`src/rtl/msi_axi_responder_pkg.sv`:
```
// Shared types and constants for the MSI responder and its vector-merge helper.
// State encoding, AXI response codes and MSI field widths live here.
package msi_axi_responder_pkg;

  typedef enum logic [1:0] {
    ST_IDLE      = 2'd0,
    ST_WRITE     = 2'd1,
    ST_WAIT_RESP = 2'd2,
    ST_GRANT     = 2'd3
  } state_e;

  localparam logic [1:0] AXI_RESP_OKAY   = 2'b00;
  localparam logic [1:0] AXI_RESP_EXOKAY = 2'b01;
  localparam logic [1:0] AXI_RESP_SLVERR = 2'b10;
  localparam logic [1:0] AXI_RESP_DECERR = 2'b11;

  localparam int MSI_DATA_W = 16;
  localparam int MSI_VEC_W  = 5;

  // MSI allows at most 32 vectors, so Multiple Message Enable saturates at 5.
  function automatic logic [2:0] clamp_vec_width(input logic [2:0] mmen);
    return (mmen > 3'd5) ? 3'd5 : mmen;
  endfunction

endpackage

```
`src/rtl/msi_vector_merge.sv`:
```
// Merges an MSI vector number into the low bits of the MSI data base,
// keeping only as many vector bits as the allocated vector width allows.
module msi_vector_merge
  import msi_axi_responder_pkg::*;
(
  input  logic [MSI_DATA_W-1:0] msi_data,
  input  logic [MSI_VEC_W-1:0]  vector_num,
  input  logic [2:0]            vec_width,
  output logic [MSI_DATA_W-1:0] merged_data
);

  logic [MSI_VEC_W-1:0] mask;

  always_comb begin
    mask = '0;
    for (int i = 0; i < MSI_VEC_W; i++) mask[i] = (3'(i) < vec_width);
  end

  assign merged_data = {msi_data[MSI_DATA_W-1:MSI_VEC_W],
                        (msi_data[MSI_VEC_W-1:0] & ~mask) | (vector_num & mask)};

endmodule

```
`src/rtl/msi_axi_responder.sv`:
```
// MSI request/grant responder: turns each accepted MSI request into one
// AXI4-Lite write of the composed MSI data, then pulses grant.
module msi_axi_responder
  import msi_axi_responder_pkg::*;
#(
  parameter int AddrWidth_Gen     = 32,
  parameter int TimeoutCycles_Gen = 1024
) (
  input  logic                     SysClk_ClkIn,
  input  logic                     SysRstN_RstIn,
  input  logic                     MsiEnable_EnIn,
  input  logic [2:0]               MsiMultiMsgEn_DatIn,
  input  logic [AddrWidth_Gen-1:0] MsiAddress_DatIn,
  input  logic [MSI_DATA_W-1:0]    MsiData_DatIn,
  output logic                     MsiIrqEnable_EnOut,
  output logic [2:0]               MsiVectorWidth_DatOut,
  input  logic                     MsiReq_ValIn,
  input  logic [MSI_VEC_W-1:0]     MsiVectorNum_DatIn,
  output logic                     MsiGrant_ValOut,
  output logic [AddrWidth_Gen-1:0] AxiAwAddr,
  output logic                     AxiAwValid,
  input  logic                     AxiAwReady,
  output logic [31:0]              AxiWData,
  output logic [3:0]               AxiWStrb,
  output logic                     AxiWValid,
  input  logic                     AxiWReady,
  input  logic [1:0]               AxiBResp,
  input  logic                     AxiBValid,
  output logic                     AxiBReady,
  output logic                     OverrunErr_ValOut,
  output logic                     RespErr_ValOut,
  output logic                     TimeoutErr_ValOut,
  input  logic                     ErrClear_ValIn
);

  // Wide enough to hold TimeoutCycles_Gen + 1 so saturation never hides the threshold.
  localparam int CntW = $clog2(TimeoutCycles_Gen + 2);

  state_e                   state_q, state_d;
  logic                     irq_en_q, irq_en_d;
  logic [2:0]               vec_width_q, vec_width_d;
  logic [AddrWidth_Gen-1:0] awaddr_q, awaddr_d;
  logic                     awvalid_q, awvalid_d;
  logic [31:0]              wdata_q, wdata_d;
  logic [3:0]               wstrb_q, wstrb_d;
  logic                     wvalid_q, wvalid_d;
  logic                     bready_q, bready_d;
  logic                     grant_q, grant_d;
  logic                     ovr_q, ovr_d, resp_q, resp_d, tmo_q, tmo_d;
  logic [CntW-1:0]          busy_cnt_q, busy_cnt_d;

  logic [MSI_DATA_W-1:0]    merged;
  logic                     aw_hs, w_hs, b_hs, busy;
  logic                     ovr_set, resp_set, tmo_set;

  msi_vector_merge u_merge (
    .msi_data    (MsiData_DatIn),
    .vector_num  (MsiVectorNum_DatIn),
    .vec_width   (vec_width_q),
    .merged_data (merged)
  );

  assign aw_hs = awvalid_q & AxiAwReady;
  assign w_hs  = wvalid_q & AxiWReady;
  assign b_hs  = bready_q & AxiBValid;
  assign busy  = (state_q != ST_IDLE);

  always_comb begin
    state_d     = state_q;
    irq_en_d    = MsiEnable_EnIn;
    vec_width_d = clamp_vec_width(MsiMultiMsgEn_DatIn);
    awaddr_d    = awaddr_q;
    awvalid_d   = awvalid_q;
    wdata_d     = wdata_q;
    wstrb_d     = wstrb_q;
    wvalid_d    = wvalid_q;
    bready_d    = bready_q;
    grant_d     = 1'b0;
    resp_set    = 1'b0;
    busy_cnt_d  = busy_cnt_q;

    if (!busy)                busy_cnt_d = '0;
    else if (busy_cnt_q != '1) busy_cnt_d = busy_cnt_q + 1'b1;

    case (state_q)
      ST_IDLE: begin
        if (MsiReq_ValIn && irq_en_q) begin
          awaddr_d  = {MsiAddress_DatIn[AddrWidth_Gen-1:2], 2'b00};
          wdata_d   = {16'h0, merged};
          wstrb_d   = 4'b0011;
          awvalid_d = 1'b1;
          wvalid_d  = 1'b1;
          state_d   = ST_WRITE;
        end
      end
      ST_WRITE: begin
        // A valid that is already low has completed its handshake earlier.
        if (aw_hs) awvalid_d = 1'b0;
        if (w_hs)  wvalid_d  = 1'b0;
        if ((!awvalid_q || aw_hs) && (!wvalid_q || w_hs)) begin
          bready_d = 1'b1;
          state_d  = ST_WAIT_RESP;
        end
      end
      ST_WAIT_RESP: begin
        if (b_hs) begin
          bready_d = 1'b0;
          resp_set = (AxiBResp != AXI_RESP_OKAY);
          state_d  = ST_GRANT;
        end
      end
      ST_GRANT: begin
        grant_d = irq_en_q;
        state_d = ST_IDLE;
      end
      default: state_d = ST_IDLE;
    endcase

    ovr_set = MsiReq_ValIn && busy;
    tmo_set = (TimeoutCycles_Gen != 0) && busy && (busy_cnt_q >= CntW'(TimeoutCycles_Gen));
    ovr_d   = (ovr_q  && !ErrClear_ValIn) || ovr_set;
    resp_d  = (resp_q && !ErrClear_ValIn) || resp_set;
    tmo_d   = (tmo_q  && !ErrClear_ValIn) || tmo_set;
  end

  always_ff @(posedge SysClk_ClkIn or negedge SysRstN_RstIn) begin
    if (!SysRstN_RstIn) begin
      state_q     <= ST_IDLE;
      irq_en_q    <= 1'b0;
      vec_width_q <= '0;
      awaddr_q    <= '0;
      awvalid_q   <= 1'b0;
      wdata_q     <= '0;
      wstrb_q     <= '0;
      wvalid_q    <= 1'b0;
      bready_q    <= 1'b0;
      grant_q     <= 1'b0;
      ovr_q       <= 1'b0;
      resp_q      <= 1'b0;
      tmo_q       <= 1'b0;
      busy_cnt_q  <= '0;
    end else begin
      state_q     <= state_d;
      irq_en_q    <= irq_en_d;
      vec_width_q <= vec_width_d;
      awaddr_q    <= awaddr_d;
      awvalid_q   <= awvalid_d;
      wdata_q     <= wdata_d;
      wstrb_q     <= wstrb_d;
      wvalid_q    <= wvalid_d;
      bready_q    <= bready_d;
      grant_q     <= grant_d;
      ovr_q       <= ovr_d;
      resp_q      <= resp_d;
      tmo_q       <= tmo_d;
      busy_cnt_q  <= busy_cnt_d;
    end
  end

  assign MsiIrqEnable_EnOut    = irq_en_q;
  assign MsiVectorWidth_DatOut = vec_width_q;
  assign MsiGrant_ValOut       = grant_q;
  assign AxiAwAddr             = awaddr_q;
  assign AxiAwValid            = awvalid_q;
  assign AxiWData              = wdata_q;
  assign AxiWStrb              = wstrb_q;
  assign AxiWValid             = wvalid_q;
  assign AxiBReady             = bready_q;
  assign OverrunErr_ValOut     = ovr_q;
  assign RespErr_ValOut        = resp_q;
  assign TimeoutErr_ValOut     = tmo_q;

endmodule

```
`config.mk`:
```
export PLATFORM = sky130hd
export DESIGN_NAME = msi_axi_responder
export DESIGN_NICKNAME = d
export VERILOG_FILES = /design/src/rtl/msi_axi_responder_pkg.sv /design/src/rtl/msi_vector_merge.sv /design/src/rtl/msi_axi_responder.sv
export SDC_FILE = /design/constraint.sdc
export NUM_CORES = 1
export LEC_CHECK = 0
export BUFFER_PORTS_ARGS = -buffer_cell sky130_fd_sc_hd__clkbuf_2
export CORE_MARGIN = 2
export CORE_UTILIZATION = 35
export CTS_CLUSTER_DIAMETER = 150
export DETAILED_ROUTE_END_ITERATION = 16
export SYNTH_ARGS = -nofsm -noshare
export SYNTH_HDL_FRONTEND = slang
export SYNTH_SLANG_ARGS = --single-unit
```
`constraint.sdc`:
```
create_clock -name SysClk_ClkIn -period 4.1 [get_ports SysClk_ClkIn]
set_input_delay 1.025 -clock SysClk_ClkIn [delete_from_list [all_inputs] [get_ports SysClk_ClkIn]]
set_output_delay 1.025 -clock SysClk_ClkIn [all_outputs]
set_load 0.01 [all_outputs]
```
* Yosys cells after proc, flatten, opt, wreduce, memory -nomap -nowiden
Cells that the tools add are included.
** Storage, ports and cells
- Output and inout port bits :: 79
- Logic and storage cells :: 82
- Memories kept :: 0
- Register bits :: 71
- Input port bits :: 66
- Memory bits (read-only) :: 0
- Latch bits :: 0
- Memory bits (writable) :: 0
** Operators by class
- Reductions and logical operators :: 25
- Add/sub/neg operators :: 1
- Bitwise operators :: 7
- Equality and inequality tests :: 10
- $mul :: 0
- $lt $le $gt $ge :: 7
- Muxes and demuxes :: 18
- Div/mod/pow operators :: 0
- Shift operators :: 0
** Operators with widths (number)
- $mux 11 :: 2
- $reduce_and 3->1 :: 4
- $add 11x1->11 const B :: 1
- $ge 11x11->1 const B :: 1
- $ne 11x11->1 const B :: 1
- $and 5x5->5 :: 2
- $ne 2x2->1 const B :: 5
- $mux 1 :: 8
- $pmux 2 s4 :: 1
- $reduce_bool 2->1 :: 4
- $logic_and 1x1->1 :: 7
- $lt 1x3->1 const A :: 2
- $lt 2x3->1 const A :: 2
- $mux 2 :: 3
- $pmux 1 s2 :: 3
- $logic_or 1x1->1 :: 5
- $not 5->5 :: 1
- $or 5x5->5 :: 1
- $eq 2x2->1 const B :: 2
- $and 1x1->1 :: 3
- $gt 3x3->1 const B :: 1
- $logic_not 1->1 :: 3
- $lt 3x3->1 const A :: 1
- $mux 3 :: 1
- 4 further kinds :: 4

* Longest topological paths before layout
Gate-level depths: netlist of the first run.
- Depth in word-level cells :: 5
- Mapped depth :: 8
- Mapped depth without buffers :: 6

* Cells and area by module
A second synthesis of the first run with hierarchy kept.
** Second synthesis, totals
- Cells, all modules :: 243
- Area, all modules :: 3231.8 um2
** Modules (own cells, without submodules)
- msi_axi_responder :: seq. area each 1776.7 um2, area each 3061.7 um2, instances 1, cells each 223
- msi_vector_merge :: seq. area each 0.0 um2, area each 170.2 um2, instances 1, cells each 20

* Worst setup path before layout of the first run
OpenSTA, ideal clock, no wires.
- Path kind :: input to register
- Start point :: input AxiAwReady
- End point :: register state_q[1]
- Slack :: 2.133 ns
- Buffers on the path :: 0
- Arrival :: 1.842 ns
- Stages :: 4
- Required time :: 3.975 ns
- Setup time :: 0.125 ns
- Path through :: nand2b_1 > a21boi_1 > and3b_1 > mux2_4
** On the way
- Word-level cells in the longest chain between the ends :: 5
** Ends and longest elaborated chain
- start, declared :: RTL line msi_axi_responder.sv:22 : input logic AxiAwReady,
- $and 1x1->1 :: RTL line msi_axi_responder.sv:63 : assign aw_hs = awvalid_q & AxiAwReady;
- $logic_or 1x1->1 :: RTL line msi_axi_responder.sv:100 : if ((!awvalid_q || aw_hs) && (!wvalid_q || w_hs)) begin
- $logic_and 1x1->1 :: RTL line msi_axi_responder.sv:100
- $ne 2x2->1 (no line)
- $reduce_and 3->1 (no line)
- end signal, assigned :: RTL line msi_axi_responder.sv:143 : state_q <= state_d;
- end, declared :: RTL line msi_axi_responder.sv:39 : state_e state_q, state_d;
Every way passes these cells.
A chain may end at the register's enable or synchronous reset.

* Worst setup path after layout of the first run
- Start point :: register state_q[0]
- End point :: register wvalid_q, in the netlist AxiWValid
** On the way
- Word-level cells in the longest chain between the ends :: 3
- Elaborated cells on any way between the ends :: 7
- Those cells by class :: 3 x eq/ne; 1 x mux; 3 x reduce/logical
** Ends and longest elaborated chain
- $eq 2x1->1 / $logic_not 2->1 (equally long branches) :: RTL line msi_axi_responder.sv:85 : case (state_q)
- $ne 2x2->1 (no line) / $reduce_bool 2->1 (equally long branches)
- $reduce_and 3->1 (no line)
- end signal, assigned :: RTL line msi_axi_responder.sv:150 : wvalid_q <= wvalid_d;
- end, declared :: RTL line msi_axi_responder.sv:46 : logic wvalid_q, wvalid_d;
Several ways; a longest one is shown, not always the timed one.

==> results of run 1 <==
==> report_power, final <==
part	internal, uW	switching [uW]	total, uW	leakage (uW)
logic	379	501	880	0.00123
clock network	360	262	622	0.000110
registers	962	157	1120	0.000894
==> flip-flops by register name, indices dropped and copies added, names as in the netlist, 2 cells and up <==
signal	cells
AxiAwAddr	30
MsiVectorWidth_DatOut	3
busy_cnt_q	11
state_q	2
AxiWData	16
==> tightest hold or removal path, cell delays in order (launching register included) <==
cell and delay [ns]:
dfrtp_1 0.34, nand2_1 0.05, nand2_1 0.06
==> cell type report <==
cell class                 instances  area share
clock buffer                      11     0.03566
sequential                        71      0.4481
inverter                           8    0.007573
tap                              108     0.03408
timing repair buffer             123      0.1565
clock inverter                     5     0.02051
multi-input combinational        235      0.2976
==> synth_stat cells (3+ instances only) <==
cell and count:
ha_1 5, inv_1 8, clkbuf_1 7, mux2i_1 5
a21oi_1 5, nand2_1 137, buf_4 22, buf_2 5
nand3_1 4, xor2_1 4, nor2b_1 3, o21ai_0 15
xnor2_1 3, nand2b_1 3, and3_1 3, nor2_1 5
dfrtp_1 71
==> path summary, 6_finish.rpt <==
| check | startpoint | to | slack (ns) | cells past startpoint |
|---|---|---|---|---|
| min | AxiAwAddr[14] | AxiAwAddr[14] | 0.47 | 2 |
| min reg2reg | AxiAwAddr[14] | AxiAwAddr[14] | 0.47 | 2 |
| max in group asynchronous | SysRstN_RstIn | AxiWData[11] | 2.71 | 1 |
| min in group asynchronous | SysRstN_RstIn | state_q[0] | 0.81 | 1 |
| max reg2reg | state_q[0] | AxiWValid | 1.77 | 5 |
| max | state_q[0] | AxiWValid | 1.77 | 5 |
==> metal layers <==
| layer | part of all wire | wire [um] | vias up |
|---|---|---|---|
| met5 | 0 | 0 | - |
| met3 | 0.068 | 472 | 4 |
| li1 | - | - | 1242 |
| met4 | 0.0088 | 61 | 0 |
| met2 | 0.47 | 3256 | 91 |
| met1 | 0.45 | 3123 | 1168 |
==> kinds of logic after synthesis <==
group	after synthesis
muxes	8
other	1
AOI/OAI and AO/OA	30
DFF	71
and+or+nand+nor	165
adders and majority gates	5
buffers and inverters	42
xor gates and xnor gates	7
==> cells in the final DEF, fill, tap and decap left out, drive strengths merged, types with 2 or more instances in the layout <==
cell type	instances
nor2b	3
inv	8
a31oi	2
nor3	2
clkbuf	132
mux2	3
nand4	2
xor2	4
mux2i	5
o21ai	15
nand2b	3
nand3	5
o22ai	2
clkinv	2
nor2	6
buf	2
a21oi	5
bufinv	2
and3	3
conb	20
xnor2	3
ha	5
dfrtp	71
nand2	137
==> through the flow <==
step                      total power [uW]  hold WS, ns  cells
after CTS                             2672       0.4820    561
after floorplan                       1658       0.5003    348
final                                 2621       0.4736    561
after detailed placement              2033       0.4615    545
after global placement                1995       0.4571    545
after global routing                  2835       0.4984    561
==> reports/qor.yml, run 1 <==
path_cells: "inv_1 -> ha_1 -> and3_2 -> nor2_1 -> a21oi_1"
overflow: 0
final_util: 0.4569
crit_buf_inv: 1
synth-compound-area-share: 0.05645
ys_async_sr_fraction: 1.000
fin_crit_ns: 2.329
grt_pass1_vias: 2376
multiInputGateArea_mm2: 0.001180
tns_ns: 0
cp_max_fo: 43
core_area_mm2: 0.008678
cts_buffers: 9
synth_simple_gate_area_frac: 0.2262
synth.area.top_cells: "dfrtp_1, nand2_1, buf_4"
dieArea_mm2: 0.009702
required_ns: 4.36
min_path_type: "reg2reg"
yosysSeqAreaShare: 0.5685
yosys_register_bits: 71
die_w_um: 98.50
met2_usage: 0.2323
finish.net_count: 519
ant_nets: 0
synthAdderAreaFrac: 0.02002
ff_latch_area_mm2: 0.001777
initial_core_util: 0.3601
hpwl_um: 4885
synth_top_area_share: 0.5685
vias: 2505
grt_busiest_layer: "met2"
relSlewSlack: 0.4075
placed_area_mm2: 0.003742
fill_cells: 884
cts_setup_buffers: 0
cts.repair.resized: 0
die_y_um: 98.50
setup_viol: 0
grt_pass1_wl_um: 11490
drv_cap: 0
antenna_found_initial: 0
worst_path_max_delay_cell: "and3_2"
synth_top_family_by_area: "simple AND/OR/NAND/NOR gates"
grt_use_met3: 0.03901
syn_area_per_cell_um2: 9.500
muxShareOfSynthArea: 0.02922
yosys.area.top_type: "dfrtp_1"
setup.worst_path.start_class: "flop"
clkTransAtPathRegs_ns: 0.08
fin_ws_ns: 1.771
dr.pass1.iters: 5
ys_warn_count: 0
cts_num_sinks: 71
num_io_pins: 145
tritoncts: "yes"
cpPeakStageDelay_ns: 0.85
diodes: 0
drive_above_1_share: 0.3289
path_class: "reg2reg"
worstMarginPinSlew_ns: 0.8887
h-tree-depth: 3
post-place-ws_ns: 1.776
ctsLongestPathBuffers: 2
port_buffers: 122
endpoint_kind: "flop"
fin_area_mm2: 0.003965
power.density_mw_per_mm2: 661.0
leakagePower_uw: 0.002231
fin_crit_sh: 0.5680
cts_root_buffer: "clkbuf_8"
wire_per_inst_um: 12.32
maxSlewViolCount: 0
syn_to_final_growth_pct: 26.86
netlist_area_mm2: 0.003125
grt_use_total: 0.1465
hold_buffers: 0
synth_cell_type_count: 37
status: "finished, final reports clean"
drt_iter0_drc: 60
crit_family: "simple AND/OR/NAND/NOR gates"
drc: 0
rows: 34
wirelength_um: 6913
netlist_instances: 329
vias_per_cell: 4.465
ir_drop_mv: 0.2568
clk_latency_ns: 0.33
use_met1: 0.1932
gp_congestion: 0.7585
grt_max_degree: 72
arrival_ns: 2.59
fin_skew_ns: 0.009729
report.final.hold_viol_count: 0
rsz0062_at_grt: "no"
synth_flop_cell: "dfrtp_1"
synth-edff-count: 0
synth_xor_area_frac: 0.01962
max_freq_mhz: 429.4
Power figures use the tool's default switching activity.
==> run 2: changes to the inputs <==
==> constraint.sdc (replaced) <==
create_clock -name SysClk_ClkIn -period 2.2 [get_ports SysClk_ClkIn]
set_input_delay 0.55 -clock SysClk_ClkIn [delete_from_list [all_inputs] [get_ports SysClk_ClkIn]]
set_output_delay 0.55 -clock SysClk_ClkIn [all_outputs]
set_load 0.01 [all_outputs]
==> run 2 against run 1 <==
Against the previous run: critical path depth stayed put; wire length is 2.6% lower; utilization is 0.27 points higher; sequential power is 87% higher; non-clock buffer count is 5 higher; worst hold slack worse by 0.29 ns; combinational power is 89% higher; total power is 83% higher; clock skew is 0.0023 ns higher; highest routed layer unchanged.
==> reports/qor.yml, run 2 (synthesis results as in run 1) <==
status: "finished, final reports clean"
grt_pass1_wl_um: 11070
ctsLongestPathBuffers: 2
port_buffers: 122
ir_drop_mv: 0.4558
clock_power_share: 0.217
cpPeakStageDelay_ns: 0.42
final_cells: 565
wire_per_inst_um: 11.91
power.density_mw_per_mm2: 1202
switching_share: 0.3529
combPwrFrac: 0.346
arrival_ns: 2.06
cts.repair.resized: 0
gp_congestion: 0.7603
largest_register_ffs: 30
cellInternalPower_uw: 3102
p_switching_uw: 1692
min_path_type: "in2async"
hpwl_um: 4928
report.final.hold_viol_count: 0
worst_path_max_delay_cell: "dfrtp_1"
endpoint_kind: "flop"
cts_buffers: 9
cts_num_sinks: 71
clkTransAtPathRegs_ns: 0.07
core_area_mm2: 0.008678
layout_commonest_cell: "nand2_1"
fin_crit_sh: 0.8308
ant_nets: 0
fill_cells: 867
fin_area_mm2: 0.003989
finish.net_count: 524
cp_max_fo: 12
max_freq_mhz: 547.1
cts_setup_buffers: 0
dr.pass1.iters: 4
maxSlewViolCount: 0
hold_ws_ns: 0.1862
clk_latency_ns: 0.34
fin_skew_ns: 0.01203
drv_cap: 0
vias_per_cell: 4.411
required_ns: 2.43
setup.worst_path.start_class: "flop"
placed_area_mm2: 0.003792
worstMarginPinSlew_ns: 0.5255
post-place-ws_ns: 0.3607
vias: 2492
ff_latch_area_mm2: 0.001777
wirelength_um: 6730
overflow: 0
drc: 0
dieArea_mm2: 0.009702
initial_core_util: 0.3601
setup_viol: 0
path_class: "reg2reg"
tritoncts: "yes"
grt_max_degree: 41
diodes: 0
syn_to_final_growth_pct: 27.62
relSlewSlack: 0.6497
tns_ns: 0
cts_root_buffer: "clkbuf_8"
multiInputGateArea_mm2: 0.001180
num_io_pins: 145
grt_use_total: 0.1436
leakagePower_uw: 0.002256
drt_iter0_drc: 54
antenna_found_initial: 0
dp.cells: 550
fin_ws_ns: 0.3723
path_cells: "inv_1 -> ha_1 -> a21bo_2 -> and3b_1 -> mux2_4"
h-tree-depth: 3
drive_above_1_share: 0.3370
grt_pass1_vias: 2318
most-common-layout-cells: "nand2_1, clkbuf_2, dfrtp_1"
rows: 34
die_w_um: 98.50
pwr-share-seq: 0.436
fin_crit_ns: 1.828
rsz0062_at_grt: "no"
hold_buffers: 0
die_y_um: 98.50
run 2: metrics by stage:
stage,util,total power (uW)
2_1_floorplan,-,3089
3_3_place_gp,0.4370,3752
3_5_place_dp,0.4370,3809
4_1_cts,0.4596,4877
5_1_grt,0.4596,5175
6_report,0.4596,4794
run 2: power by group through the flow:
| stage | registers, uW | logic, uW | clock network (uW) |
|---|---|---|---|
| 2_1_floorplan | 2300 | 794 | 0 |
| 3_3_place_gp | 2100 | 1660 | 0 |
| 3_5_place_dp | 2120 | 1690 | 0 |
| 4_1_cts | 2100 | 1700 | 1080 |
| 5_1_grt | 2170 | 1880 | 1130 |
| 6_report | 2090 | 1660 | 1040 |
run 2: worst max-delay path: cells and delay by family (launching register included):
kind            cells  cell delay (ns)
simple gates        1             0.19
flops               1             0.42
mux                 1             0.29
compound gates      1             0.30
buf+inv             1             0.10
fa+ha+maj           1             0.41
run 2: final cells by class:
cell class,instances,share of cell area
multi-input cells,235,0.2958
clock inverters,4,0.01129
repair buffers,128,0.1681
inverters,8,0.007528
flip-flops and latches,71,0.4454
clock buffers,11,0.03795
well taps,108,0.03388
run 2: per-layer routing:
| metal | vias up | GRT usage | routed length (um) |
|---|---|---|---|
| li1 | 1247 | - | - |
| met1 | 1147 | 0.1861 | 3062 |
| met2 | 89 | 0.2255 | 3084 |
| met3 | 9 | 0.04043 | 466 |
| met4 | 0 | 0.06322 | 116 |
| met5 | - | 0 | 0 |
run 2: worst paths after layout:
check | from | endpoint | slack, ns | cells past startpoint
min in group SysClk_ClkIn | MsiEnable_EnIn | MsiIrqEnable_EnOut | 0.31 | 1
max in group asynchronous | SysRstN_RstIn | AxiWData[4] | 1.47 | 2
worst min register to register | AxiWData[5] | AxiWData[5] | 0.47 | 2
worst min-delay path | SysRstN_RstIn | RespErr_ValOut | 0.19 | 1
worst max-delay path | state_q[0] | state_q[1] | 0.37 | 5
worst max register to register | state_q[0] | state_q[1] | 0.37 | 5
==> run 3: changes to the inputs <==
==> constraint.sdc (replaced) <==
create_clock -name SysClk_ClkIn -period 1.9 [get_ports SysClk_ClkIn]
set_input_delay 0.475 -clock SysClk_ClkIn [delete_from_list [all_inputs] [get_ports SysClk_ClkIn]]
set_output_delay 0.475 -clock SysClk_ClkIn [all_outputs]
set_load 0.01 [all_outputs]
==> run 3 against run 2 <==
Against the previous run: setup slack got worse by 0.15 ns; via count barely moved; final area rose by 1.5%; clock-buffer cell count rose by 1; non-clock buffer count rose by 2; highest routed layer unchanged; critical path depth did not move; critical path type unchanged; clock skew fell by 0.0017 ns; worst hold slack got worse by 0.10 ns; wire length rose by 2.9%; largest power group unchanged; clock power rose by 23%; utilization rose by 0.71 points; die area did not move.
==> reports/qor.yml, run 3 (synthesis results as in run 1) <==
required_ns: 2.13
finish.net_count: 526
hold_ws_ns: 0.08658
most-common-layout-cells: "nand2_1, clkbuf_2, dfrtp_1"
grt_pass1_wl_um: 11410
leakagePower_uw: 0.002273
r2r-end: "state_q[1]"
antenna_found_initial: 0
crit-reg2reg-launch: "state_q[1]"
layout_commonest_cell: "nand2_1"
max_freq_mhz: 594.7
hpwl_um: 5104
report.final.hold_viol_count: 0
combPwrFrac: 0.345
overflow: 0
arrival_ns: 1.91
grt_max_degree: 37
syn_to_final_growth_pct: 29.58
wirelength_um: 6922
drt_iter0_drc: 75
vias: 2494
grt_use_total: 0.1461
clk_latency_ns: 0.34
wire_per_inst_um: 12.19
port_buffers: 122
num_io_pins: 145
drc: 0
cp-startpoint: "state_q[1]"
drv_cap: 0
rsz0062_at_grt: "no"
core_area_mm2: 0.008678
h-tree-depth: 3
setup.worst_path.start_class: "flop"
cellInternalPower_uw: 3658
endpoint_kind: "flop"
setup_viol: 0
dr.pass1.iters: 4
hold_buffers: 0
fin_skew_ns: 0.01031
die_y_um: 98.50
fin_ws_ns: 0.2184
path_class: "reg2reg"
post-place-ws_ns: 0.2112
initial_core_util: 0.3601
diodes: 0
drive_above_1_share: 0.3413
cts_setup_buffers: 0
cts_buffers: 9
cts_num_sinks: 71
power.density_mw_per_mm2: 1396
p_switching_uw: 1994
grt_pass1_vias: 2346
largest_register_ffs: 30
cp_max_fo: 6
clock_power_share: 0.227
r2r_slack_ns: 0.22
r2r_cells: 5
status: "finished, final reports clean"
ant_nets: 0
switching_share: 0.3528
pwr-share-seq: 0.428
fin_crit_sh: 0.8850
cts.repair.resized: 0
die_w_um: 98.50
tns_ns: 0
fin_crit_ns: 1.682
dieArea_mm2: 0.009702
clkTransAtPathRegs_ns: 0.08
ir_drop_mv: 0.6710
cts_root_buffer: "clkbuf_8"
tritoncts: "yes"
maxSlewViolCount: 0
vias_per_cell: 4.391
rows: 34
ctsLongestPathBuffers: 2
min_path_type: "in2async"
gp_congestion: 0.8075
-- run 3: cell types whose count changed in the layout (fill, tap and decap cells not counted), sizes merged --
| cell | change |
|---|---|
| clkbuf | +1 |
| clkinvlp | +3 |
| clkinv | -3 |
| buf | +2 |
-- run 3: through the flow --
step | util | std cells | instance area, um^2 | total power, uW
2_1_floorplan | - | 348 | 3197 | 3577
4_1_cts | 0.4667 | 568 | 4050 | 5745
6_report | 0.4667 | 568 | 4050 | 5652
3_5_place_dp | 0.4416 | 552 | 3832 | 4435
3_3_place_gp | 0.4416 | 552 | 3832 | 4365
5_1_grt | 0.4667 | 568 | 4050 | 6099
-- run 3: worst max path at each step --
stage / end / slack, ns / depth (start not counted)
floorplan: state_q[1] / 0.35 / 6
global placement: AxiWData[1] / 0.25 / 6
detailed placement: AxiWData[2] / 0.21 / 5
CTS: AxiWData[2] / 0.19 / 5
global route: AxiWData[2] / 0.05 / 5
finish: state_q[1] / 0.22 / 5
-- run 3: cell type report --
cell class,instances,area [um^2]
sequential,71,1777
clock buffer,12,165.2
tap,108,135.1
inverter,8,30.03
fill,856,4628
multi-input combinational,235,1180
timing repair buffer,130,710.7
clock inverter,4,52.55
-- run 3: critical path: stages (launching register included) --
cell and delay [ns]:
dfrtp_1 0.42, inv_1 0.10, ha_1 0.28, a21bo_2 0.28, and3b_1 0.19, mux2_4 0.29
-- run 3: routing by layer --
| layer | GRT usage | up-vias | share of wire |
|---|---|---|---|
| met5 | 0 | - | 0 |
| met4 | 0.06006 | 0 | 0.018 |
| met3 | 0.03475 | 10 | 0.061 |
| met2 | 0.2339 | 84 | 0.46 |
| met1 | 0.1915 | 1148 | 0.46 |
| li1 | - | 1252 | - |
-- run 3: power by group through the flow --
stage / Combinational [uW] / Clock [uW] / Sequential (uW)
final: 1950 / 1280 / 2420
after detailed placement: 1980 / 0 / 2450
after CTS: 1990 / 1330 / 2420
after floorplan: 919 / 0 / 2660
after global routing: 2210 / 1390 / 2500
after global placement: 1940 / 0 / 2430
